### src/rtl/cube_color_ctrl.sv
// cube_color_ctrl
//   Owns the per-cube top-colour vector that feeds e_color_state of the map
//   colour datapath. A Q*bert landing (rising edge of done_move) latches the
//   hitbox vector, and the following CHECK cycle recolours the landed cube.
//   The block also counts coloured cubes and flags level completion.
//
//   Optional feature macro: CUBE_COLOR_TOGGLE_EN
//     When it is defined, landing on an already-coloured cube reverts that
//     cube and decrements the count.
//     When it is undefined, landing on an already-coloured cube changes
//     nothing.
//
//   ctrl_state encoding: IDLE=0, PLAY=1, CHECK=2, WIN=3.

module cube_color_ctrl #(
  parameter int N_CUBE = 28,
  parameter int CNT_W  = 5
) (
  input  logic              CLK_33,
  input  logic              reset,
  input  logic              start,
  input  logic              pause,
  input  logic              done_move,
  input  logic [N_CUBE-1:0] pos_in,
  output logic [N_CUBE-1:0] color_state,
  output logic [CNT_W-1:0]  cubes_done,
  output logic              score_inc,
  output logic              off_map,
  output logic              pos_err,
  output logic              level_done,
  output logic [1:0]        ctrl_state
);

  typedef enum logic [1:0] {
    IDLE  = 2'd0,
    PLAY  = 2'd1,
    CHECK = 2'd2,
    WIN   = 2'd3
  } state_t;

  localparam logic [CNT_W-1:0] CNT_FULL = CNT_W'(N_CUBE);

  state_t              state_reg,        state_next;
  logic                done_move_q_reg;
  logic [N_CUBE-1:0]   pos_q_reg,        pos_q_next;
  logic [N_CUBE-1:0]   color_state_reg,  color_state_next;
  logic [CNT_W-1:0]    cubes_done_reg,   cubes_done_next;
  logic                score_inc_reg,    score_inc_next;
  logic                off_map_reg,      off_map_next;
  logic                pos_err_reg,      pos_err_next;

  logic                landing;
  logic                pos_zero;
  logic                pos_multi;
  logic                hit_colored;
  logic [N_CUBE-1:0]   color_upd;

  // Classify the latched hitbox vector and detect the done_move rising edge.
  always_comb begin
    landing     = done_move & ~done_move_q_reg;
    pos_zero    = (pos_q_reg == '0);
    pos_multi   = !pos_zero && ((pos_q_reg & (pos_q_reg - N_CUBE'(1))) != '0);
    hit_colored = |(color_state_reg & pos_q_reg);
  end

  // Per-cube candidate colour for a one-hot landing. Bits that pos_q does
  // not select keep their value, so this is used only for a one-hot pos_q.
  generate
    for (genvar gi = 0; gi < N_CUBE; gi++) begin : g_cube
`ifdef CUBE_COLOR_TOGGLE_EN
      assign color_upd[gi] = color_state_reg[gi] ^ pos_q_reg[gi];
`else
      assign color_upd[gi] = color_state_reg[gi] | pos_q_reg[gi];
`endif
    end
  endgenerate

  // Next-state, colour update and pulse generation. start overrides every state.
  always_comb begin
    state_next       = state_reg;
    pos_q_next       = pos_q_reg;
    color_state_next = color_state_reg;
    cubes_done_next  = cubes_done_reg;
    score_inc_next   = 1'b0;
    off_map_next     = 1'b0;
    pos_err_next     = 1'b0;

    if (start) begin
      state_next       = PLAY;
      color_state_next = '0;
      cubes_done_next  = '0;
    end else begin
      case (state_reg)
        IDLE: begin
          state_next = IDLE;
        end

        PLAY: begin
          // A paused landing is lost for good: done_move_q keeps tracking.
          if (landing && !pause) begin
            pos_q_next = pos_in;
            state_next = CHECK;
          end
        end

        CHECK: begin
          if (pos_zero) begin
            off_map_next = 1'b1;
          end else if (pos_multi) begin
            pos_err_next = 1'b1;
          end else if (!hit_colored) begin
            color_state_next = color_upd;
            score_inc_next   = 1'b1;
            if (cubes_done_reg < CNT_FULL) begin
              cubes_done_next = cubes_done_reg + CNT_W'(1);
            end
          end else begin
`ifdef CUBE_COLOR_TOGGLE_EN
            color_state_next = color_upd;
            if (cubes_done_reg != '0) begin
              cubes_done_next = cubes_done_reg - CNT_W'(1);
            end
`else
            color_state_next = color_state_reg;
`endif
          end
          state_next = (cubes_done_next == CNT_FULL) ? WIN : PLAY;
        end

        WIN: begin
          state_next = WIN;
        end

        default: begin
          state_next = IDLE;
        end
      endcase
    end
  end

  // State, colour vector, counter and registered pulses. Reset is asynchronous.
  always_ff @(posedge CLK_33 or negedge reset) begin
    if (!reset) begin
      state_reg       <= IDLE;
      done_move_q_reg <= 1'b0;
      pos_q_reg       <= '0;
      color_state_reg <= '0;
      cubes_done_reg  <= '0;
      score_inc_reg   <= 1'b0;
      off_map_reg     <= 1'b0;
      pos_err_reg     <= 1'b0;
    end else begin
      state_reg       <= state_next;
      done_move_q_reg <= done_move;
      pos_q_reg       <= pos_q_next;
      color_state_reg <= color_state_next;
      cubes_done_reg  <= cubes_done_next;
      score_inc_reg   <= score_inc_next;
      off_map_reg     <= off_map_next;
      pos_err_reg     <= pos_err_next;
    end
  end

  assign color_state = color_state_reg;
  assign cubes_done  = cubes_done_reg;
  assign score_inc   = score_inc_reg;
  assign off_map     = off_map_reg;
  assign pos_err     = pos_err_reg;
  assign level_done  = (state_reg == WIN);
  assign ctrl_state  = state_reg;

endmodule
### config.mk
export PLATFORM = sky130hd
export DESIGN_NAME = cube_color_ctrl
export DESIGN_NICKNAME = d
export VERILOG_FILES = /design/src/rtl/cube_color_ctrl.sv
export SDC_FILE = /design/constraint.sdc
export NUM_CORES = 1
export LEC_CHECK = 0
export ABC_AREA = 1
export BUFFER_PORTS_ARGS = -buffer_cell sky130_fd_sc_hd__buf_2
export CORE_AREA = 2 2 73 102
export DETAILED_ROUTE_END_ITERATION = 7
export DIE_AREA = 0 0 75 104
export PLACE_DENSITY_LB_ADDON = 0.3
export SETUP_SLACK_MARGIN = 0.15
export SLEW_MARGIN = 25
export SYNTH_ARGS = -nofsm -noshare
export SYNTH_HDL_FRONTEND = slang
export SYNTH_SLANG_ARGS = --single-unit
### constraint.sdc
create_clock -name CLK_33 -period 2.45 [get_ports CLK_33]
set_input_delay 0 -clock CLK_33 [delete_from_list [all_inputs] [get_ports CLK_33]]
set_output_delay 0 -clock CLK_33 [all_outputs]
set_load 0.02 [all_outputs]
==> results of run 1 <==
==> routing by layer <==
layer | track usage [%] | up-vias | share of wire [%]
li1 | - | 1794 | -
met1 | 31.8 | 1708 | 40
met5 | 0 | - | 0
met3 | 4.36 | 31 | 4.0
met4 | 14.9 | 0 | 3.5
met2 | 44.2 | 101 | 52
==> path summary, 6_finish.rpt <==
kind / from / endpoint / cells past startpoint
setup / recovery: pos_q_reg[3] / color_state[14] / 13
hold / removal: start / color_state[11] / 2
setup reg to reg: pos_q_reg[3] / color_state[14] / 13
hold reg to reg: color_state[19] / color_state[19] / 2
max in group asynchronous: reset / pos_q_reg[4] / 3
min in group asynchronous: reset / cubes_done[2] / 3
==> per-stage QoR <==
stage	TNS (ns)	total power [mW]	std cells
5_1_grt	-0.349	3.11	711
3_5_place_dp	0	1.89	656
2_1_floorplan	0	1.70	487
4_1_cts	0	2.91	707
6_report	0	2.95	711
3_3_place_gp	0	1.88	656
==> cells in the final DEF (no fill, tap or decap), types with 3 or more instances in the layout <==
cell           count
buf_2             71
nor3_1             3
mux2_2             3
clkbuf_1           3
nand4_1            3
nand2_2           10
a21oi_1           27
o21ai_1            5
nand3_2            3
dfrtp_1           66
o21ai_4            3
clkbuf_8          12
nand2_1          125
o22ai_2           12
dlygate4sd3_1     31
o21ai_0           17
nand3b_1           3
nor2_2            11
nor2_1            77
inv_1             60
nand3_1           15
buf_4             17
nor2_4             8
o21ai_2           10
==> repair_timing <==
item                                    CTS  global route
buffers inserted                          4             4
gates resized for setup                   6            44
pin swaps                                 6            19
hold buffers                             31             0
endpoints found under the setup margin   27            35
endpoints found under the hold margin    97             0
==> cells by family (layout without fill, tap and decap cells) <==
logic type | count (synthesis) | after routing | synth area share [%]
xor gates and xnor gates | 1 | 1 | 0.239
buffers and inverters | 73 | 202 | 7.88
muxes | 3 | 3 | 0.921
adders and majority gates | 1 | 1 | 0.341
AOI/OAI and AO/OA | 81 | 81 | 14.6
and+or+nand+nor | 261 | 261 | 30.3
DFF | 67 | 67 | 45.7
==> cell type report <==
cell class	instances	area, um^2	share of cell area, %
inverters	63	241	4.88
well taps	95	119	2.40
flip-flops and latches	67	1680	33.9
multi-input cells	347	1850	37.3
repair buffers	123	856	17.3
clock buffers	15	176	3.57
clock inverters	1	30.0	0.607
==> where the power goes <==
part	leakage [nW]	internal, mW	total, mW	switching [mW]
logic	1.55	0.234	0.585	0.351
registers	0.837	1.24	1.40	0.161
clock network	0.104	0.556	0.967	0.411
==> results.tsv, run 1 <==
metric	value	unit
status	finished, final reports clean	
yosysSeqAreaShare	45.7	%
final_area	0.00495	mm^2
dp.final_hpwl	6890	um
route.detailed.drc	0	
diodes	0	
hold_class	in2reg	
port_buffers	71	
yosys.area.top_type_share	45.7	%
synthFlopType	dfrtp_1	
clock_latency	0.35	ns
holdWs	0.117	ns
leakage	2.49	nW
vias	3634	
async_flop_share	100	%
antenna_found_initial	0	
hold_violations	0	
drt_first_iter_violations	230	
synth_edf_count	0	
skew	0.0103	ns
wirelength	10000	um
die_w	75	um
drv_slew	0	
gp_congestion	0.973	
cp.arrival	2.65	ns
start_kind	flip-flop	
routed_via_density	5.11	
dr.pass1.iters	4	
crit_top_cell	nor2_4	
cts_tree	built	
path_buf_inv	2	
grt_pass1_wl	15900	um
syn_inst	487	
start_util	53.2	%
crit_path_cell_trace	nor2_4, nand2_4, nor2_4, buf_4, o21ai_1, nor2_1, nand2_1, nor2_4, nand3_4, nor2_4, nand2_4, buf_12, o21ai_4	
drive_gt1_share	28.2	%
worst_pin_slew	0.851	ns
final_nets	645	
num_rows	36	
cts_buffers	9	
fp.dieH	104	um
syn_avg_cell_area	7.53	um^2
max-vdd-ir-drop	404	uV
syn_to_final_growth	34.9	%
clock_path_buffers	2	
final_util	71.8	%
end_kind	flip-flop	
rrSetupSlack	0.08	ns
finalSetupViolCount	0	
synth_cell_types	28	
ys_seq_elements	67	
synth_fp_nets	521	
h-tree-depth	3	
grt_pass1_vias	3552	
synth.largest_area_cell	dfrtp_1	
clkTransAtPathRegs	0.07	ns
synth.most_common_cell	nand2_1	
cts_sinks	67	
crit_type	reg2reg	
cp_max_fo	13	
ios	72	
synth_commonest_cells	nand2_1, nor2_1, dfrtp_1	
fin_ws	0.0772	ns
nFillCells	559	
grt_usage	26.7	%
wire_per_inst	14.1	um
place_area	0.00422	mm^2
dp_slack	0.0421	ns
cp_top_family	simple AND/OR/NAND/NOR gates	
grt_max_degree	68	
overflow	0	
die_area	0.00780	mm^2
synthesis.area	0.00367	mm^2
rsz0062_at_grt	yes	
p_per_area	596	mW/mm^2
maxCapViolations	0	
coreArea	0.00689	mm^2
cts_root_buf	clkbuf_8	
synth_area_leaders	dfrtp_1, nand2_1, nor2_1, inv_1, o22ai_2	
synth-warning-count	0	
maxSlewHeadroom	43.3	%
final_antenna_net_count	0	
crit_slowest_cell	dfrtp_1	
fin_crit_sh	96.8	%
worstPathRequired	2.72	ns
crit_path_max_incr_delay	0.42	ns
max_freq	421	MHz
min_period	2.37	ns
(Power assumes the default switching activity.)
==> inputs of run 2 (changes only) <==
--- a/config.mk
+++ b/config.mk
@@ -10,7 +10,7 @@
 export CORE_AREA = 2 2 73 102
 export DETAILED_ROUTE_END_ITERATION = 7
 export DIE_AREA = 0 0 75 104
-export PLACE_DENSITY_LB_ADDON = 0.3
+export PLACE_DENSITY = 0.86
 export SETUP_SLACK_MARGIN = 0.15
 export SLEW_MARGIN = 25
 export SYNTH_ARGS = -nofsm -noshare
==> run 2 against run 1 <==
  * Combinational power barely moved
  * Largest power group unchanged
  * Die area did not move
  * Utilization fell by 0.47 points
  * Sequential share of layout area rose by 0.33 points
  * Sequential power barely moved
  * Clock-buffer cell count fell by 2
  * Wire length fell by 0.92%
  * Clock skew fell by 0.0052 ns
  * Flip-flop and latch count did not move
  * Clock power fell by 5.0%
  * Non-clock buffer count fell by 2
  * First-iteration DRC count fell by 5.7%
==> results.tsv, run 2 (synthesized netlist as in run 1, its figures left out) <==
metric	value	unit	change
drv_slew	0		unchanged
grt_pass1_wl	15800	um	-1.2%
port_buffers	71		unchanged
drt_first_iter_violations	217		-5.7%
multi_input_area	0.00182	mm^2	-1.6%
dp_slack	0.176	ns	+0.134 ns
status	finished, final reports clean		
final_common_cell	nand2_1		
crit_slowest_cell	dfrtp_1		
dr.pass1.iters	4		unchanged
die_w	75	um	unchanged
regArea	0.00168	mm^2	+0.30%
crit_path_max_incr_delay	0.43	ns	about the same
skew	0.00513	ns	-0.00521 ns
grt_pass1_vias	3552		unchanged
crit_type	reg2reg		
fin_ws	0.143	ns	+0.0656 ns
cts_tree	built		
place_area	0.00423	mm^2	+0.24%
hold_violations	0		unchanged
final_area	0.00492	mm^2	-0.66%
final_util	71.3	%	-0.47 points
finalNonFillerCells	708		-0.42%
max-vdd-ir-drop	555	uV	+37%
cp_max_fo	6		-7
start_kind	flip-flop		
finalSetupViolCount	0		unchanged
wire_per_inst	14.0	um	-0.50%
num_rows	36		unchanged
diodes	0		unchanged
route.detailed.drc	0		unchanged
maxSlewHeadroom	49.1	%	+5.8 points
mostFrequentLayoutCells	nand2_1, nor2_1, buf_2		
h-tree-depth	3		unchanged
clock_path_buffers	2		unchanged
cp.arrival	2.58	ns	-0.07 ns
max_freq	433	MHz	+2.8%
final_antenna_net_count	0		unchanged
clock_latency	0.34	ns	about the same
end_kind	flip-flop		
fin_crit_sh	94.2	%	-2.7 points
gp_congestion	0.967		-0.61%
drive_gt1_share	28.1	%	-0.19 points
dp.final_hpwl	6820	um	-1.0%
worstPathRequired	2.73	ns	about the same
cts_root_buf	clkbuf_8		
nFillCells	557		-0.36%
wirelength	9920	um	-0.92%
crit_top_cell	nand2_1		
min_period	2.31	ns	-0.0656 ns
cp_top_family	simple AND/OR/NAND/NOR gates		
coreArea	0.00689	mm^2	unchanged
dpl.cell_count	654		-0.30%
die_area	0.00780	mm^2	unchanged
cts_sinks	67		unchanged
cts_buffers	9		unchanged
clkTransAtPathRegs	0.07	ns	about the same
final_nets	643		-0.31%
crit_path_cell_trace	nor2_4, nand2_4, nor2_4, nand3b_1, nand2_1, nand2_1, nor2_2, nand2_1, nor2_4, nand2_2, nand2_1, nand2_1, nand2_1, nand2_2, nor2_4, nand3_2, a21oi_2		
worst_pin_slew	0.764	ns	-0.0869 ns
syn_to_final_growth	34.0	%	
grt_usage	26.1	%	-0.64 points
leakage	2.48	nW	-0.49%
ios	72		unchanged
overflow	0		unchanged
grt_max_degree	35		-49%
p_per_area	595	mW/mm^2	-0.28%
vias	3577		-1.6%
fp.dieH	104	um	unchanged
antenna_found_initial	0		unchanged
routed_via_density	5.05		-1.2%
path_buf_inv	0		-2
maxCapViolations	0		unchanged
rsz0062_at_grt	yes		
start_util	53.2	%	unchanged
hold_class	in2reg		
run 2: cell types whose count changed in the layout (fill, tap and decap cells not counted), sizes merged:
cell | before | now
buf | 92 | 90
inv | 61 | 62
clkbuf | 15 | 13
run 2: per-layer routing:
| metal | wire length (um) | vias up | track usage, % |
|---|---|---|---|
| met2 | 5280 | 86 | 44.2 |
| li1 | - | 1784 | - |
| met4 | 216 | 0 | 10.8 |
| met3 | 363 | 22 | 4.84 |
| met1 | 4060 | 1685 | 31.4 |
| met5 | 0 | - | 0 |
run 2: where the power goes:
part | switching [mW] | internal (mW) | leakage, nW
clock network | 0.399 | 0.519 | 0.0995
logic | 0.339 | 0.245 | 1.55
registers | 0.178 | 1.24 | 0.833
total | 0.916 | 2.01 | 2.48
run 2: cell type report:
| type | count | area share [%] |
|---|---|---|
| sequential | 67 | 34.2 |
| multi-input combinational | 347 | 37.0 |
| clock inverter | 2 | 0.713 |
| clock buffer | 13 | 3.23 |
| inverter | 63 | 4.81 |
| tap | 95 | 2.42 |
| timing repair buffer | 121 | 17.6 |
run 2: worst paths after layout:
check	start	end	slack, ns	depth (start not counted)
max in group asynchronous	reset	color_state[23]	1.54	3
min in group asynchronous	reset	color_state[0]	0.26	2
min	start	color_state[1]	0.12	2
max	pos_q_reg[0]	ctrl_state[1]	0.14	17
min reg2reg	color_state[27]	color_state[27]	0.51	2
max reg2reg	pos_q_reg[0]	ctrl_state[1]	0.14	17
run 2: worst reg2reg max path, delay by kind of cell (launching register included):
| family | cells | cell delay, ns |
|---|---|---|
| AND/OR/NAND/NOR | 16 | 1.68 |
| AO/OA/AOI/OAI | 1 | 0.13 |
| flip-flops | 1 | 0.43 |
run 2: metrics by stage:
stage | hold WS, ns | total power, mW | setup TNS (ns)
after floorplan | -0.296 | 1.70 | 0
after global placement | 0.0978 | 1.86 | 0
after detailed placement | 0.116 | 1.89 | 0
after CTS | 0.106 | 2.84 | 0
after global routing | 0.129 | 3.08 | -0.0579
final | 0.125 | 2.92 | 0
run 2: repair_timing:
item                       in CTS  in global routing
hold buffers                   31                  0
setup buffers                   0                  8
hold endpoints to repair       63                  0
setup endpoints to repair       0                 34
resized for setup               0                 48
